===== config.mk =====
export PLATFORM = sky130hd
export DESIGN_NAME = decoder_scan_flat
export DESIGN_NICKNAME = d
export VERILOG_FILES = /design/src/rtl/decoder_scan_if.sv /design/src/rtl/decoder_scan.sv /design/src/flat_wrapper.sv
export SDC_FILE = /design/constraint.sdc
export NUM_CORES = 1
export LEC_CHECK = 0
export ABC_CLOCK_PERIOD_IN_PS = 2900
export CAP_MARGIN = 0
export CORE_ASPECT_RATIO = 1.2
export CORE_MARGIN = 2
export CORE_UTILIZATION = 45
export CTS_BUF_LIST = sky130_fd_sc_hd__clkbuf_8
export DETAILED_ROUTE_END_ITERATION = 10
export MAX_ROUTING_LAYER = met4
export PLACE_DENSITY_LB_ADDON = 0.08
export SETUP_SLACK_MARGIN = 0.1
export SLEW_MARGIN = 20
export SYNTH_ARGS = -nofsm -noshare
export SYNTH_HDL_FRONTEND = slang
export SYNTH_SLANG_ARGS = --single-unit

===== constraint.sdc =====
create_clock -name clk -period 2.9 [get_ports clk]
set_input_delay 0.58 -clock clk [delete_from_list [all_inputs] [get_ports clk]]
set_output_delay 0.58 -clock clk [all_outputs]
set_load 0.03 [all_outputs]

===== src/rtl/decoder_scan_if.sv =====
// Bundle of the control inputs and decoded outputs of decoder_scan.
// The master side (controller or testbench) drives the mode controls;
// the slave side (the decoder) returns the registered select lines and status.
interface decoder_scan_if #(
    parameter int SEL_W = 4,
    parameter int OUT_W = 16
);
    logic             en;
    logic [1:0]       mode;
    logic [SEL_W-1:0] sel_in;
    logic             load;
    logic             start;
    logic [OUT_W-1:0] outsig;
    logic [SEL_W-1:0] cur_sel;
    logic             step;
    logic             busy;
    logic             done;
    logic             sel_err;

    modport master (
        output en, mode, sel_in, load, start,
        input  outsig, cur_sel, step, busy, done, sel_err
    );

    modport slave (
        input  en, mode, sel_in, load, start,
        output outsig, cur_sel, step, busy, done, sel_err
    );
endinterface


===== src/rtl/decoder_scan.sv =====
// Registered one-hot decoder with a built-in scan/sweep sequencer for
// multiplexed displays. DIRECT decodes sel_in, SCAN_UP/SCAN_DN step the
// active line at a prescaled rate, SWEEP runs a single 0..OUT_W-1 pass.
// The index never leaves 0..OUT_W-1, so wrap arithmetic is modulo OUT_W.
module decoder_scan #(
    parameter int SEL_W      = 4,
    parameter int OUT_W      = 16,
    parameter int PRESCALE   = 1000,
    parameter int ACTIVE_LOW = 0
) (
    input  logic          clk,
    input  logic          rst_n,
    decoder_scan_if.slave bus
);

    localparam int               PW       = $clog2(PRESCALE + 1);
    localparam logic [PW-1:0]    PS_TERM  = PW'(PRESCALE - 1);
    localparam logic [SEL_W-1:0] IDX_LAST = SEL_W'(OUT_W - 1);
    localparam logic [SEL_W:0]   OUT_LIM  = (SEL_W + 1)'(OUT_W);
    localparam logic [OUT_W-1:0] BLANK    = (ACTIVE_LOW != 0) ? {OUT_W{1'b1}} : {OUT_W{1'b0}};

    localparam logic [1:0] MODE_DIRECT = 2'b00;
    localparam logic [1:0] MODE_UP     = 2'b01;
    localparam logic [1:0] MODE_DN     = 2'b10;
    localparam logic [1:0] MODE_SWEEP  = 2'b11;

    typedef enum logic [1:0] {
        ST_IDLE   = 2'd0,
        ST_DIRECT = 2'd1,
        ST_SCAN   = 2'd2,
        ST_SWEEP  = 2'd3
    } state_t;

    // One-hot decode of an index, with output polarity applied
    function automatic logic [OUT_W-1:0] decode(input logic [SEL_W-1:0] idx);
        logic [OUT_W-1:0] v;
        for (int i = 0; i < OUT_W; i++) begin
            v[i] = (idx == SEL_W'(i));
        end
        return (ACTIVE_LOW != 0) ? ~v : v;
    endfunction

    // Next index upward, wrapping at the last real output line
    function automatic logic [SEL_W-1:0] idx_inc(input logic [SEL_W-1:0] idx);
        return (idx >= IDX_LAST) ? {SEL_W{1'b0}} : idx + SEL_W'(1);
    endfunction

    // Next index downward, wrapping from 0 to the last real output line
    function automatic logic [SEL_W-1:0] idx_dec(input logic [SEL_W-1:0] idx);
        return (idx == {SEL_W{1'b0}}) ? IDX_LAST : idx - SEL_W'(1);
    endfunction

    state_t           state_q,   state_d;
    logic [1:0]       mode_q,    mode_d;
    logic [SEL_W-1:0] idx_q,     idx_d;
    logic [PW-1:0]    presc_q,   presc_d;
    logic [OUT_W-1:0] outsig_q,  outsig_d;
    logic             step_q,    step_d;
    logic             busy_q,    busy_d;
    logic             done_q,    done_d;
    logic             sel_err_q, sel_err_d;

    logic             mode_chg_s;
    logic             in_range_s;
    logic             show_s;
    logic [SEL_W-1:0] load_idx_s;

    // Next-state logic: mode dispatch, prescaler, index stepping and sweep control
    always_comb begin
        state_d    = state_q;
        mode_d     = mode_q;
        idx_d      = idx_q;
        presc_d    = presc_q;
        step_d     = 1'b0;
        busy_d     = busy_q;
        done_d     = 1'b0;
        sel_err_d  = sel_err_q;
        show_s     = 1'b0;
        mode_chg_s = (bus.mode != mode_q);
        in_range_s = ({1'b0, bus.sel_in} < OUT_LIM);
        load_idx_s = in_range_s ? bus.sel_in : IDX_LAST;

        if (!bus.en) begin
            // frozen: counters, index and state hold, lines blanked
            show_s = 1'b0;
        end else begin
            mode_d    = bus.mode;
            sel_err_d = 1'b0;
            busy_d    = 1'b0;
            case (bus.mode)
                MODE_DIRECT: begin
                    state_d = ST_DIRECT;
                    presc_d = {PW{1'b0}};
                    if (in_range_s) begin
                        idx_d  = bus.sel_in;
                        show_s = 1'b1;
                    end else begin
                        sel_err_d = 1'b1;
                    end
                end
                MODE_UP, MODE_DN: begin
                    state_d = ST_SCAN;
                    show_s  = 1'b1;
                    if (bus.load) begin
                        idx_d   = load_idx_s;
                        presc_d = {PW{1'b0}};
                    end else if (mode_chg_s) begin
                        presc_d = {PW{1'b0}};
                    end else if (presc_q == PS_TERM) begin
                        presc_d = {PW{1'b0}};
                        idx_d   = (bus.mode == MODE_UP) ? idx_inc(idx_q) : idx_dec(idx_q);
                        step_d  = 1'b1;
                    end else begin
                        presc_d = presc_q + PW'(1);
                    end
                end
                MODE_SWEEP: begin
                    if (mode_chg_s) begin
                        // entering sweep mode never starts a pass in the same cycle
                        state_d = ST_IDLE;
                        presc_d = {PW{1'b0}};
                    end else if (state_q == ST_SWEEP) begin
                        if (presc_q == PS_TERM) begin
                            presc_d = {PW{1'b0}};
                            if (idx_q == IDX_LAST) begin
                                state_d = ST_IDLE;
                                idx_d   = {SEL_W{1'b0}};
                                done_d  = 1'b1;
                            end else begin
                                idx_d  = idx_inc(idx_q);
                                step_d = 1'b1;
                                busy_d = 1'b1;
                                show_s = 1'b1;
                            end
                        end else begin
                            presc_d = presc_q + PW'(1);
                            busy_d  = 1'b1;
                            show_s  = 1'b1;
                        end
                    end else if (bus.start) begin
                        state_d = ST_SWEEP;
                        idx_d   = {SEL_W{1'b0}};
                        presc_d = {PW{1'b0}};
                        busy_d  = 1'b1;
                        show_s  = 1'b1;
                    end else begin
                        state_d = ST_IDLE;
                    end
                end
                default: begin
                    state_d = ST_IDLE;
                end
            endcase
        end

        outsig_d = show_s ? decode(idx_d) : BLANK;
    end

    // State and output registers, cleared asynchronously to the all-inactive state
    always_ff @(posedge clk or negedge rst_n) begin
        if (!rst_n) begin
            state_q   <= ST_IDLE;
            mode_q    <= MODE_DIRECT;
            idx_q     <= {SEL_W{1'b0}};
            presc_q   <= {PW{1'b0}};
            outsig_q  <= BLANK;
            step_q    <= 1'b0;
            busy_q    <= 1'b0;
            done_q    <= 1'b0;
            sel_err_q <= 1'b0;
        end else begin
            state_q   <= state_d;
            mode_q    <= mode_d;
            idx_q     <= idx_d;
            presc_q   <= presc_d;
            outsig_q  <= outsig_d;
            step_q    <= step_d;
            busy_q    <= busy_d;
            done_q    <= done_d;
            sel_err_q <= sel_err_d;
        end
    end

    assign bus.outsig  = outsig_q;
    assign bus.cur_sel = idx_q;
    assign bus.step    = step_q;
    assign bus.busy    = busy_q;
    assign bus.done    = done_q;
    assign bus.sel_err = sel_err_q;

endmodule


===== src/flat_wrapper.sv =====
// flat-port wrapper written by rule: the top's interface ports become plain ports
module decoder_scan_flat 
#(
    parameter int SEL_W      = 4,
    parameter int OUT_W      = 16,
    parameter int PRESCALE   = 1000,
    parameter int ACTIVE_LOW = 0
)
  (clk, rst_n, bus_en, bus_mode, bus_sel_in, bus_load, bus_start, bus_outsig, bus_cur_sel, bus_step, bus_busy, bus_done, bus_sel_err);
  decoder_scan_if #(.SEL_W(SEL_W), .OUT_W(OUT_W)) bus_i ();
  input  logic clk;
  input  logic rst_n;
  input wire logic [$bits(bus_i.en)-1:0] bus_en;
  input wire logic [$bits(bus_i.mode)-1:0] bus_mode;
  input wire logic [$bits(bus_i.sel_in)-1:0] bus_sel_in;
  input wire logic [$bits(bus_i.load)-1:0] bus_load;
  input wire logic [$bits(bus_i.start)-1:0] bus_start;
  output wire logic [$bits(bus_i.outsig)-1:0] bus_outsig;
  output wire logic [$bits(bus_i.cur_sel)-1:0] bus_cur_sel;
  output wire logic [$bits(bus_i.step)-1:0] bus_step;
  output wire logic [$bits(bus_i.busy)-1:0] bus_busy;
  output wire logic [$bits(bus_i.done)-1:0] bus_done;
  output wire logic [$bits(bus_i.sel_err)-1:0] bus_sel_err;
  assign bus_i.en = bus_en;
  assign bus_i.mode = bus_mode;
  assign bus_i.sel_in = bus_sel_in;
  assign bus_i.load = bus_load;
  assign bus_i.start = bus_start;
  assign bus_outsig = bus_i.outsig;
  assign bus_cur_sel = bus_i.cur_sel;
  assign bus_step = bus_i.step;
  assign bus_busy = bus_i.busy;
  assign bus_done = bus_i.done;
  assign bus_sel_err = bus_i.sel_err;
  decoder_scan #(.SEL_W(SEL_W), .OUT_W(OUT_W), .PRESCALE(PRESCALE), .ACTIVE_LOW(ACTIVE_LOW)) u_core (.clk(clk), .rst_n(rst_n), .bus(bus_i));
endmodule

==> qor.txt <==
ANT nets after route: 0
Routed via count: 2,066
Fin area: 2994 um^2
Global-route usage over all layers: 24.07%
Area Growth Syn to Fin: 36.59%
Count of cell types in the netlist: 62
Most common cell after layout, fill and taps aside: buf_4
Mapped cell area: 2192 um^2
WL/cell: 15.65 um
Hold Crit Class: input pin to async pin
Yosys top cell area share: 42.24%
Final period util: 89.11%
CTS tree: yes
Vias in the first global route: 2,019
Final HPWL from detailed placement: 4317 um
Die Ht: 80.46 um
Post-synth net total: 251
Post-DP Area: 2845 um^2
Ys Warns: 0
RSZ-0062 raised after global routing: no
Largest net degree at the start of global routing: 38
WL met3: 319 um
WL met2: 2823 um
Vias per std cell: 5.691
Clk root buf: clkbuf_8
Grt ovf: 0
Kind of critical path: register to register
Slew @ Worst Pin: 0.7965 ns
Core area: 4628 um^2
Drt total wl: 5681 um
Max incr delay on CP: 0.44 ns
Placer congestion estimate: 0.9075
Slew headroom: 46.90%
Yosys reg bits: 37
# diodes: 0
Max Root-Sink Buffers: 2
Slowest-stage cell, CP: dfrtp_1
Pwr Density: 470.6 nW/um^2
Initial Util: 47.36%
Clock period minus worst slack: 2.584 ns
Maximum VDD drop: 0.3443 mV
DR DRC count: 0
Req. time, crit path: 3.08 ns
Final WS setup: 0.3158 ns
Maximum fanout along the worst path: 14
Final #Nets: 321
Insertion delay to the later sink of the worst-skew pair: 0.30 ns
Final hold vios: 0
PortBufs: 33
Die ar.: 5448 um^2
Status: completed
I/O pin count: 35
Synth Flop Type: dfrtp_1
Critical Path End Type: register
Initial DRC count: 74
Synth async-reset ratio: 100.0%
Leakage: 1.281 nW
Pre-CTS setup slack: -0.2325 ns
Pre-antenna DRT Iters: 4
Syn Inst Count: 234
CTS buffer count: 5
Final Slew Violations: 0
Crit-path cells: ha_1, and2_1, nand3_4, or2_4, buf_4, o311a_1, o32a_2, nor4_1
F_max: 0.3870 GHz
Area leader, netlist: dfrtp_1
Area contributors post-synth: dfrtp_1, nor4_1, nand2_1
Top Metal Used: met4
Most frequent cells in the layout: buf_4, dfrtp_1, clkdlybuf4s50_1
Syn avg cell area: 9.368 um^2
CTS Sinks: 37
Max-cap violation count: 0
Setup bufs post-CTS: 0
Row cnt: 27
Clk pin slew, worst setup/hold paths: 0.08 ns
EDFF count, synth: 0
First-pass GRT wire length: 9542 um
Final Skew: 0.006346 ns
Worst Path Arrival: 2.77 ns
Register area share after synthesis: 42.24%
Antenna violations before repair: 0
H-tree levels: 2
Chip width: 67.72 um
Met1 WL: 2471 um
Share of layout cells above drive strength 1: 26.56%
Setup violators final: 0
CP Launch Type: register
## cell families (layout without fill, tap and decap cells)
family / count (synthesis) / after routing / synth area share (%)
and+or+nand+nor: 85 / 85 / 22.43
other: 1 / 1 / 0.1711
xor gates and xnor gates: 9 / 9 / 3.596
buffers and inverters: 30 / 101 / 6.335
AOI/OAI and AO/OA: 63 / 63 / 20.26
DFF: 37 / 37 / 42.24
adders and majority gates: 6 / 6 / 3.425
muxes: 3 / 3 / 1.541
## synth_stat cells, types with 4 or more instances
| master | count |
|---|---|
| a21oi_1 | 10 |
| a31oi_1 | 7 |
| and3_1 | 4 |
| clkbuf_1 | 8 |
| dfrtp_1 | 37 |
| ha_1 | 6 |
| inv_1 | 12 |
| nand2_1 | 22 |
| nand4_1 | 5 |
| nor2_1 | 7 |
| nor3_1 | 4 |
| nor4_1 | 18 |
| o21ai_0 | 11 |
| o22ai_1 | 5 |
| or3_1 | 4 |
| xnor2_1 | 4 |
| xor2_1 | 5 |
## final timing paths
check | cells past startpoint | to | from | slack, ns
max in group asynchronous | 1 | u_core.bus.cur_sel[0] | rst_n | 2.03
min in group clk | 1 | u_core.presc_q[7] | u_core.presc_q[7] | 0.54
min | 1 | u_core.presc_q[5] | rst_n | 0.36
max | 8 | u_core.bus.outsig[14] | u_core.presc_q[0] | 0.32
min reg2reg | 1 | u_core.presc_q[7] | u_core.presc_q[7] | 0.54
max reg2reg | 8 | u_core.bus.outsig[14] | u_core.presc_q[0] | 0.32
## sequential cells by signal, indices dropped and copies added (netlist names)
name and count:
u_core.bus.busy 1, u_core.mode_q 2, u_core.bus.step 1, u_core.bus.cur_sel 4, u_core.presc_q 10, u_core.bus.done 1
u_core.bus.outsig 16, u_core.state_q 2
## repair_timing
item / CTS / global route
resized for setup: 1 / 12
pin swaps: 0 / 0
hold buffers: 0 / 0
endpoints found under the setup margin: 2 / 19
## layer usage
metal,vias to the layer above,GRT usage [%]
met5,-,-
met4,0,7.959
met1,994,29.89
met3,4,4.202
met2,55,39.31
li1,1013,-
## cell type report
cell class / instances / area [um^2]
clock buffer: 5 / 68.82
clock inverter: 3 / 25.02
fill: 375 / 1634
inverter: 15 / 56.30
multi-input combinational: 167 / 1177
sequential: 37 / 925.9
tap: 58 / 72.57
timing repair buffer: 78 / 668.1
## worst max-delay path: cells and delay by family, from the launching register on
| kind | cells | cell delay, ns |
|---|---|---|
| AND/OR/NAND/NOR | 4 | 1.03 |
| flip-flops | 1 | 0.44 |
| buffers and inverters | 1 | 0.15 |
| adder cells (fa/ha/maj) | 1 | 0.26 |
| AO/OA/AOI/OAI | 2 | 0.59 |
## metrics by stage
step           setup TNS [ns]  hold WS, ns  util (%)  total power, mW  std cells
5_1_grt                     0       0.4313     64.69            1.489        363
3_5_place_dp           -2.728       0.5208     61.48            1.025        355
4_1_cts                     0       0.3778     63.58            1.408        363
3_3_place_gp           -2.441       0.5066     61.48            1.025        355
2_1_floorplan               0       0.2844         -           0.8326        234
6_report                    0       0.3641     64.69            1.409        363
## report_power, final
group	internal, mW	total [mW]	leakage [nW]	switching (mW)
clock network	0.173	0.374	0.0447	0.201
logic	0.200	0.457	0.739	0.256
registers	0.543	0.578	0.497	0.0349
total	0.917	1.41	1.28	0.492
No activity file was read; power rests on OpenSTA's default activity.
